## config.mk

```make
export PLATFORM = sky130hd
export DESIGN_NAME = scan_target_router
export DESIGN_NICKNAME = d
export VERILOG_FILES = /design/src/rtl/scan_target_router.sv
export SDC_FILE = /design/constraint.sdc
export NUM_CORES = 1
export LEC_CHECK = 0
export ABC_AREA = 1
export BUFFER_PORTS_ARGS = -buffer_cell sky130_fd_sc_hd__buf_2
export CAP_MARGIN = 20
export CORE_MARGIN = 10
export CORE_UTILIZATION = 48
export DETAILED_ROUTE_END_ITERATION = 10
export PLACE_DENSITY = 0.95
export REMOVE_ABC_BUFFERS = 1
export SYNTH_ARGS = -nofsm -noshare
export SYNTH_HDL_FRONTEND = slang
export SYNTH_SLANG_ARGS = --single-unit
```

## constraint.sdc

```tcl
create_clock -name clk -period 2.77 [get_ports clk]
set_clock_uncertainty 0.2 [all_clocks]
set_input_delay 0.1385 -clock clk [delete_from_list [all_inputs] [get_ports clk]]
set_output_delay 0.1385 -clock clk [all_outputs]
set_load 0.02 [all_outputs]
```

## src/rtl/scan_target_router.sv

```systemverilog
// Routes single scan read/write requests to one of NUM_TGT targets selected by address MSBs.
// Optional WAIT timeout is compiled in with `define SCAN_ROUTER_TIMEOUT_EN.
module scan_target_router #(
  parameter int unsigned ADDR_W  = 16,
  parameter int unsigned DATA_W  = 32,
  parameter int unsigned NUM_TGT = 4,
  parameter int unsigned SEL_W   = 3,
  parameter int unsigned TO_CYC  = 64
) (
  input  logic                      clk,
  input  logic                      rst_n,
  input  logic                      scan_ren,
  input  logic                      scan_wen,
  input  logic [ADDR_W-1:0]         scan_addr,
  input  logic [DATA_W-1:0]         scan_wdata,
  output logic [DATA_W-1:0]         scan_rdata,
  output logic                      scan_ready,
  output logic                      scan_err,
  output logic                      busy,
  output logic [NUM_TGT-1:0]        tgt_ren,
  output logic [NUM_TGT-1:0]        tgt_wen,
  output logic [ADDR_W-SEL_W-1:0]   tgt_addr,
  output logic [DATA_W-1:0]         tgt_wdata,
  input  logic [NUM_TGT*DATA_W-1:0] tgt_rdata,
  input  logic [NUM_TGT-1:0]        tgt_ready
);

  localparam int unsigned LocW = ADDR_W - SEL_W;

  typedef enum logic [1:0] {StIdle, StWait, StResp} state_e;

  state_e              state_q;
  logic [LocW-1:0]     addr_q;
  logic [DATA_W-1:0]   wdata_q;
  logic [DATA_W-1:0]   rdata_q;
  logic                err_q;
  logic                ready_q;
  logic [NUM_TGT-1:0]  ren_q;
  logic [NUM_TGT-1:0]  wen_q;

  logic [SEL_W-1:0]    req_sel;
  logic                req;
  logic                req_bad;
  logic [NUM_TGT-1:0]  req_oh;
  logic                hit;
  logic [DATA_W-1:0]   hit_rdata;
  logic                timeout;

  assign req_sel = scan_addr[ADDR_W-1 -: SEL_W];
  assign req     = scan_ren | scan_wen;
  assign req_bad = (scan_ren & scan_wen) | (32'(req_sel) >= NUM_TGT);

  always_comb begin
    req_oh = '0;
    for (int i = 0; i < NUM_TGT; i++) begin
      req_oh[i] = (32'(req_sel) == i);
    end
  end

  // The active strobe doubles as the latched one-hot target index.
  assign hit = |(tgt_ready & (ren_q | wen_q));

  always_comb begin
    hit_rdata = '0;
    for (int i = 0; i < NUM_TGT; i++) begin
      if (ren_q[i] && tgt_ready[i]) begin
        hit_rdata = tgt_rdata[i*DATA_W +: DATA_W];
      end
    end
  end

`ifdef SCAN_ROUTER_TIMEOUT_EN
  localparam int unsigned CntW = $clog2(TO_CYC);

  logic [CntW-1:0] cnt_q;

  // Counter sits at zero outside WAIT, so it is already clear on WAIT entry.
  always_ff @(posedge clk or negedge rst_n) begin
    if (!rst_n) begin
      cnt_q <= '0;
    end else if (state_q == StWait) begin
      cnt_q <= cnt_q + 1'b1;
    end else begin
      cnt_q <= '0;
    end
  end

  assign timeout = (state_q == StWait) && (cnt_q == CntW'(TO_CYC - 1));
`else
  assign timeout = 1'b0;
`endif

  always_ff @(posedge clk or negedge rst_n) begin
    if (!rst_n) begin
      state_q <= StIdle;
      addr_q  <= '0;
      wdata_q <= '0;
      rdata_q <= '0;
      err_q   <= 1'b0;
      ready_q <= 1'b0;
      ren_q   <= '0;
      wen_q   <= '0;
    end else begin
      ready_q <= 1'b0;
      unique case (state_q)
        StIdle: begin
          if (req) begin
            addr_q  <= scan_addr[LocW-1:0];
            wdata_q <= scan_wen ? scan_wdata : '0;
            if (req_bad) begin
              state_q <= StResp;
              ready_q <= 1'b1;
              err_q   <= 1'b1;
              rdata_q <= '0;
            end else begin
              state_q <= StWait;
              ren_q   <= scan_ren ? req_oh : '0;
              wen_q   <= scan_wen ? req_oh : '0;
            end
          end
        end
        StWait: begin
          // Ready in the same cycle as the timeout takes priority.
          if (hit) begin
            state_q <= StResp;
            ready_q <= 1'b1;
            err_q   <= 1'b0;
            rdata_q <= hit_rdata;
            ren_q   <= '0;
            wen_q   <= '0;
          end else if (timeout) begin
            state_q <= StResp;
            ready_q <= 1'b1;
            err_q   <= 1'b1;
            rdata_q <= '0;
            ren_q   <= '0;
            wen_q   <= '0;
          end
        end
        StResp: begin
          state_q <= StIdle;
        end
        default: begin
          state_q <= StIdle;
        end
      endcase
    end
  end

  assign scan_rdata = rdata_q;
  assign scan_err   = err_q;
  assign scan_ready = ready_q;
  assign busy       = (state_q != StIdle);
  assign tgt_ren    = ren_q;
  assign tgt_wen    = wen_q;
  assign tgt_addr   = addr_q;
  assign tgt_wdata  = wdata_q;

endmodule

```

==> results of run 1 <==
worst register-to-register path: stages, from the launching register on:
cell and delay [ps]:
sky130_fd_sc_hd__dfrtp_1 410, sky130_fd_sc_hd__nand2_2 90, sky130_fd_sc_hd__clkbuf_8 370, sky130_fd_sc_hd__nand3_1 190
sky130_fd_sc_hd__dlygate4sd3_1 590, sky130_fd_sc_hd__nand2_1 90, sky130_fd_sc_hd__dlygate4sd3_1 570, sky130_fd_sc_hd__nand2_1 50
cell type report:
type	instances	area, um^2	share of cell area [%]
inverters	9	33.78	0.4425
repair buffers	395	2610	34.19
diodes	5	12.51	0.1639
well taps	133	166.4	2.180
flip-flops and latches	89	2227	29.17
multi-input cells	524	2371	31.06
clock inverters	5	62.56	0.8194
clock buffers	11	151.4	1.983
flip-flops by register name, summed over array words and instances, names as in the netlist:
signal / cells
scan_err: 1
scan_rdata: 32
scan_ready: 1
state_q: 2
tgt_addr: 13
tgt_ren: 4
tgt_wdata: 32
tgt_wen: 4
worst max-delay path by stage:
stage,from,end,slack [ps]
after floorplan,tgt_ren[3],scan_err,100
after global placement,state_q[0],scan_err,720
after detailed placement,tgt_ren[1],scan_rdata[28],610
after CTS,tgt_ren[3],scan_rdata[17],70
after global routing,tgt_ren[3],scan_rdata[17],6
final,tgt_ren[3],scan_rdata[17],110
power by group through the flow:
stage	logic (mW)	registers (mW)	clock network, mW
2_1_floorplan	1.20	2.87	0
3_3_place_gp	3.10	2.17	0
3_5_place_dp	3.20	2.18	0
4_1_cts	3.36	2.17	0.961
5_1_grt	3.81	2.28	1.02
6_report	3.52	2.22	0.968
layer usage:
| metal | share of wire (%) | vias to the layer above | routed length, um |
|---|---|---|---|
| li1 | - | 2949 | - |
| met1 | 34 | 3098 | 8193 |
| met2 | 46 | 616 | 11030 |
| met3 | 14 | 103 | 3402 |
| met4 | 5.1 | 2 | 1224 |
| met5 | 0.054 | - | 13 |
cells in the mapped netlist:
cell type | instances | area [um^2]
sky130_fd_sc_hd__a21oi_2 | 1 | 8.760
sky130_fd_sc_hd__a21oi_4 | 1 | 16.27
sky130_fd_sc_hd__buf_1 | 4 | 15.01
sky130_fd_sc_hd__buf_2 | 23 | 115.1
sky130_fd_sc_hd__buf_6 | 3 | 33.78
sky130_fd_sc_hd__clkbuf_1 | 24 | 90.09
sky130_fd_sc_hd__dfrtp_1 | 89 | 2227
sky130_fd_sc_hd__inv_1 | 5 | 18.77
sky130_fd_sc_hd__inv_2 | 4 | 15.01
sky130_fd_sc_hd__nand2_1 | 234 | 878.3
sky130_fd_sc_hd__nand2_2 | 3 | 18.77
sky130_fd_sc_hd__nand3_1 | 166 | 830.8
sky130_fd_sc_hd__nand3_2 | 2 | 20.02
sky130_fd_sc_hd__nand4_1 | 8 | 50.05
sky130_fd_sc_hd__nor2_1 | 75 | 281.5
sky130_fd_sc_hd__nor2_4 | 1 | 11.26
sky130_fd_sc_hd__o211ai_1 | 32 | 240.2
sky130_fd_sc_hd__o21ai_0 | 1 | 5.000
logic make-up (layout without fill, tap and decap cells):
| logic type | count (synthesis) | after routing | share of synthesized area [%] |
|---|---|---|---|
| AOI/OAI and AO/OA | 35 | 35 | 5.543 |
| buffers and inverters | 63 | 420 | 5.902 |
| DFF | 89 | 89 | 45.68 |
| other | 0 | 5 | 0 |
| and+or+nand+nor | 489 | 489 | 42.88 |
what timing repair did:
action,4_1_cts,5_1_grt
gates resized for setup,0,4
hold buffers,114,0
endpoints found under the setup margin,0,1
endpoints found under the hold margin,171,0
through the flow:
step	instance area (um^2)	power, mW
2_1_floorplan	4622	4.076
3_3_place_gp	6252	5.266
3_5_place_dp	6252	5.379
4_1_cts	7607	6.493
5_1_grt	7635	7.111
6_report	7635	6.716
cells in the final DEF, fill, tap and decap left out:
cell type / n
sky130_fd_sc_hd__nand2_1: 232
sky130_fd_sc_hd__buf_6: 1
sky130_fd_sc_hd__nor2_4: 1
sky130_fd_sc_hd__nand2_2: 4
sky130_fd_sc_hd__dlygate4sd3_1: 114
sky130_fd_sc_hd__o21ai_0: 1
sky130_fd_sc_hd__buf_12: 2
sky130_fd_sc_hd__dfrtp_1: 89
sky130_fd_sc_hd__nand2_4: 1
sky130_fd_sc_hd__nand3_2: 2
sky130_fd_sc_hd__nor2_1: 75
sky130_fd_sc_hd__diode_2: 5
sky130_fd_sc_hd__buf_2: 270
sky130_fd_sc_hd__nand4_1: 8
sky130_fd_sc_hd__clkinvlp_4: 2
sky130_fd_sc_hd__inv_6: 1
sky130_fd_sc_hd__clkinv_4: 1
sky130_fd_sc_hd__nand3_1: 166
sky130_fd_sc_hd__clkbuf_8: 12
sky130_fd_sc_hd__a21oi_4: 1
sky130_fd_sc_hd__inv_1: 5
sky130_fd_sc_hd__bufinv_16: 1
sky130_fd_sc_hd__inv_2: 4
sky130_fd_sc_hd__o211ai_1: 32
sky130_fd_sc_hd__a21oi_2: 1
sky130_fd_sc_hd__buf_4: 7
==> results.json, run 1 <==
{
  "run_status": "finished clean",
  "critical-path-slowest-cell": "sky130_fd_sc_hd__dlygate4sd3_1",
  "core.rowCount": 36,
  "critPathArrivalTime_ps": 2710,
  "netlist_area_mm2": 0.004876,
  "worstSetupStartpointType": "flop",
  "finalMaxSlewViolations": 0,
  "initial_antenna_violation_count": 6,
  "fillCellCount": 632,
  "clkLatencyLatePin_ps": 360,
  "finalNonFillerCells": 1171,
  "tritoncts": "yes",
  "grt_pass1_wl_mm": 36.66,
  "path_class": "flop to flop",
  "post-route-drc-count": 0,
  "final.setup.tns_ps": 0,
  "globalRouteMet2Util_pct": 50.27,
  "grt_start_max_net_pins": 65,
  "grt.busiest_layer": "met2",
  "power.switching_fraction_pct": 48.82,
  "setup_viol": 0,
  "power.leakage_nw": 4.427,
  "boundaryPins": 272,
  "post-route-util_pct": 77.75,
  "clock_sinks": 89,
  "detailedRoute.firstIterationViolations": 904,
  "dieHeight_um": 120.8,
  "synth_area_per_cell_um2": 7.213,
  "switchingPower_mw": 3.279,
  "hold_slack_ps": 40.21,
  "wl_per_cell_um": 20.38,
  "first_global_vias": 6743,
  "sequentialPowerShare_pct": 33.1,
  "timing.critical_path.required_ps": 2820,
  "crit_path_max_incr_delay_ps": 590,
  "synth.yosys.warnings": 0,
  "routed_wl_mm": 23.87,
  "place_inst": 1036,
  "min_period_ps": 2656,
  "p_comb_share_pct": 52.5,
  "path_clk_slew_ps": 100,
  "initial_utilization_pct": 49.66,
  "globalRouteTotalUtil_pct": 31.21,
  "clock-root-buffer": "sky130_fd_sc_hd__clkbuf_8",
  "worstReg2RegEnd": "scan_rdata[17]",
  "groute.layer.met1.usage_pct": 34.92,
  "cts_setup_buffers": 0,
  "worst_pin_slew_ps": 753.2,
  "path_max_fanout": 64,
  "fraction_of_layout_instances_using_a_drive_strength_above_1_pct": 30.11,
  "share_of_the_clock_period_used_by_the_worst_path_after_layout_pct": 95.88,
  "place_hpwl_mm": 13.87,
  "hp-class": "primary input to flop",
  "total_buffers_and_inverters_traversed_by_the_critical_path": 3,
  "peak_supply_drop_v": 0.0006614,
  "area_added_between_synthesis_and_finish_pct": 56.58,
  "detailroute.via_count": 6768,
  "internal-power_mw": 3.437,
  "stages_on_worst_setup_path": 7,
  "regToRegStartpoint": "tgt_ren[3]",
  "hold_path_depth": 6,
  "postSynthRegisterBits": 89,
  "reg2reg_setup_slack_ps": 110,
  "clock.fmax_mhz": 376.5,
  "timing.critical_path.cells": "nand2_2 -> clkbuf_8 -> nand3_1 -> dlygate4sd3_1 -> nand2_1 -> dlygate4sd3_1 -> nand2_1",
  "ys_types": 18,
  "place_congestion": 0.9078,
  "pwr_density_cell_mw_per_mm2": 879.7,
  "worst_case_reg_to_reg_path_depth": 7,
  "hp-start": "scan_addr[15]",
  "clkPwrFrac_pct": 14.4,
  "cts_max_level": 3,
  "cpLargestDelayFamily": "buffers and inverters",
  "layout.nets": 1212,
  "tightest_slew_margin_relative_to_the_limit_pct": 49.71,
  "synth_cells": 676,
  "critical_path.endpoint_type": "flop",
  "place.port_buffers": 271,
  "antenna_violating_nets_post_route": 0,
  "maxCapViolCount": 0,
  "timing.final.hold_violations": 0,
  "ctsLongestPathBuffers": 2,
  "final_setup_margin_ps": 114.1,
  "worstHoldEndpoint": "tgt_wen[3]",
  "die-area_mm2": 0.01459,
  "number_of_detailed_routing_iterations_run_before_antenna_repair": 6,
  "placeableCoreArea_mm2": 0.009819,
  "post_drt_via_cell_ratio": 5.780,
  "die_w_um": 120.8,
  "grtUsageMet3_pct": 11.63,
  "grt_setup_unrepaired": "false",
  "cts_buffers": 9,
  "seq_total_area_yosys_pct": 45.68,
  "overflow": 0,
  "preCtsSetupSlack_ps": 607.3
}
Note: power is estimated with default switching activity, not from simulation.
==> run 2: changes to the inputs <==
- MAX_ROUTING_LAYER: default -> met4
==> run 2 against run 1 <==
  * Sequential cell count unchanged
  * Clock power about the same
  * Final cell count about the same
  * Critical path type unchanged
  * Via count increased by 0.15%
  * Global-route usage increased by 0.84 points
  * Clock-buffer cell count unchanged
  * Critical endpoint unchanged
  * Routed wire length about the same
  * Non-clock buffer count unchanged
  * Sequential share of layout area about the same
  * First-iteration DRC count increased by 1.2%
  * Combinational power about the same
  * Die area unchanged
==> results.json, run 2 (synthesis gave the netlist of run 1 again) <==
{
  "run_status": "finished clean",
  "regToRegStartpoint": "tgt_ren[3]",
  "globalRouteTotalUtil_pct": 32.05,
  "cts_setup_buffers": 0,
  "clock_sinks": 89,
  "fillCellCount": 627,
  "area_added_between_synthesis_and_finish_pct": 56.63,
  "path_clk_slew_ps": 100,
  "worstSetupStartpointType": "flop",
  "cpLargestDelayFamily": "buffers and inverters",
  "post_drt_via_cell_ratio": 5.783,
  "critical_path.endpoint_type": "flop",
  "place_inst": 1036,
  "boundaryPins": 272,
  "initial_antenna_violation_count": 5,
  "dieHeight_um": 120.8,
  "path_class": "flop to flop",
  "detailroute.via_count": 6778,
  "hp-start": "scan_ren",
  "clock.fmax_mhz": 376.7,
  "grt_start_max_net_pins": 65,
  "peak_supply_drop_v": 0.0006632,
  "grt_setup_unrepaired": "false",
  "layout.nets": 1212,
  "clock-root-buffer": "sky130_fd_sc_hd__clkbuf_8",
  "die_w_um": 120.8,
  "first_global_vias": 6799,
  "timing.critical_path.required_ps": 2830,
  "post-route-drc-count": 0,
  "layout.cells.most_common": "sky130_fd_sc_hd__buf_2",
  "critPathArrivalTime_ps": 2710,
  "share_of_the_clock_period_used_by_the_worst_path_after_layout_pct": 95.83,
  "tritoncts": "yes",
  "finalMaxSlewViolations": 0,
  "ctsLongestPathBuffers": 2,
  "number_of_detailed_routing_iterations_run_before_antenna_repair": 6,
  "maxCapViolCount": 0,
  "hold_slack_ps": 29.00,
  "placeableCoreArea_mm2": 0.009819,
  "fraction_of_layout_instances_using_a_drive_strength_above_1_pct": 30.11,
  "final_setup_margin_ps": 115.5,
  "post-route-util_pct": 77.78,
  "multi_input_comb_area_mm2": 0.002371,
  "place_congestion": 0.9234,
  "pwr_density_cell_mw_per_mm2": 881.1,
  "grt_pass1_wl_mm": 36.42,
  "min_period_ps": 2655,
  "wl_per_cell_um": 20.36,
  "routed_wl_mm": 23.86,
  "tightest_slew_margin_relative_to_the_limit_pct": 50.82,
  "area.sequential_mm2": 0.002227,
  "total_buffers_and_inverters_traversed_by_the_critical_path": 3,
  "cts_buffers": 9,
  "critical-path-slowest-cell": "sky130_fd_sc_hd__dlygate4sd3_1",
  "detailedRoute.firstIterationViolations": 915,
  "preCtsSetupSlack_ps": 607.3,
  "clkLatencyLatePin_ps": 360,
  "core.rowCount": 36,
  "mostFrequentLayoutCells": "sky130_fd_sc_hd__buf_2, sky130_fd_sc_hd__nand2_1, sky130_fd_sc_hd__nand3_1, sky130_fd_sc_hd__dlygate4sd3_1, sky130_fd_sc_hd__dfrtp_1",
  "initial_utilization_pct": 49.66,
  "place.port_buffers": 271,
  "crit_path_max_incr_delay_ps": 590,
  "power.leakage_nw": 4.427,
  "hp-class": "primary input to flop",
  "cts_max_level": 3,
  "worst_pin_slew_ps": 736.6,
  "path_max_fanout": 64,
  "final.setup.tns_ps": 0,
  "timing.critical_path.cells": "nand2_2 -> clkbuf_8 -> nand3_1 -> dlygate4sd3_1 -> nand2_1 -> dlygate4sd3_1 -> nand2_1",
  "setup_viol": 0,
  "antenna_violating_nets_post_route": 0,
  "timing.final.hold_violations": 0,
  "place_hpwl_mm": 13.87,
  "finalNonFillerCells": 1172,
  "worst_setup_path_startpoint": "tgt_ren[3]",
  "die-area_mm2": 0.01459,
  "overflow": 0
}
[run 2: repair_timing]
action	CTS	global route
setup endpoints to repair	0	1
hold endpoints to repair	171	0
hold buffers	114	0
resized for setup	0	4
[run 2: power breakdown]
group | switching, mW | internal [mW] | total [mW] | leakage, nW
combinational | 2.42 | 1.12 | 3.54 | 3.16
clock | 0.498 | 0.472 | 0.969 | 0.102
sequential | 0.373 | 1.85 | 2.22 | 1.17
total | 3.29 | 3.44 | 6.73 | 4.43
[run 2: per-stage QoR]
step	area [um^2]	power, mW
6_report	7637	6.729
5_1_grt	7635	7.112
3_3_place_gp	6252	5.266
3_5_place_dp	6252	5.379
4_1_cts	7607	6.493
2_1_floorplan	4622	4.076
[run 2: worst paths after layout]
check / end / slack (ps) / cells past startpoint
setup reg to reg: scan_rdata[17] / 120 / 7
setup / recovery: scan_rdata[17] / 120 / 7
max in group asynchronous: scan_rdata[9] / 1560 / 3
hold / removal: state_q[0] / 30 / 4
min in group asynchronous: scan_rdata[4] / 170 / 2
hold reg to reg: tgt_addr[9] / 280 / 2
[run 2: tightest hold or removal path, stage by stage]
cell and delay [ps]:
sky130_fd_sc_hd__buf_2 100, sky130_fd_sc_hd__nand2_1 60, sky130_fd_sc_hd__nand2_1 120, sky130_fd_sc_hd__o21ai_0 110
[run 2: final cells by class]
type | instances | share of cell area [%]
tap | 133 | 2.179
inverter | 9 | 0.4423
timing repair buffer | 395 | 34.17
sequential | 89 | 29.16
multi-input combinational | 524 | 31.05
clock inverter | 5 | 0.8191
clock buffer | 11 | 1.982
antenna | 6 | 0.1966
[run 2: layer usage]
metal	up-vias	track usage, %	routed length (um)	part of all wire (%)
met1	3109	34.97	8342	35
met4	0	18.10	1249	5.2
met5	-	-	0	0
met2	611	50.44	11010	46
met3	113	10.84	3254	14
li1	2945	-	-	-
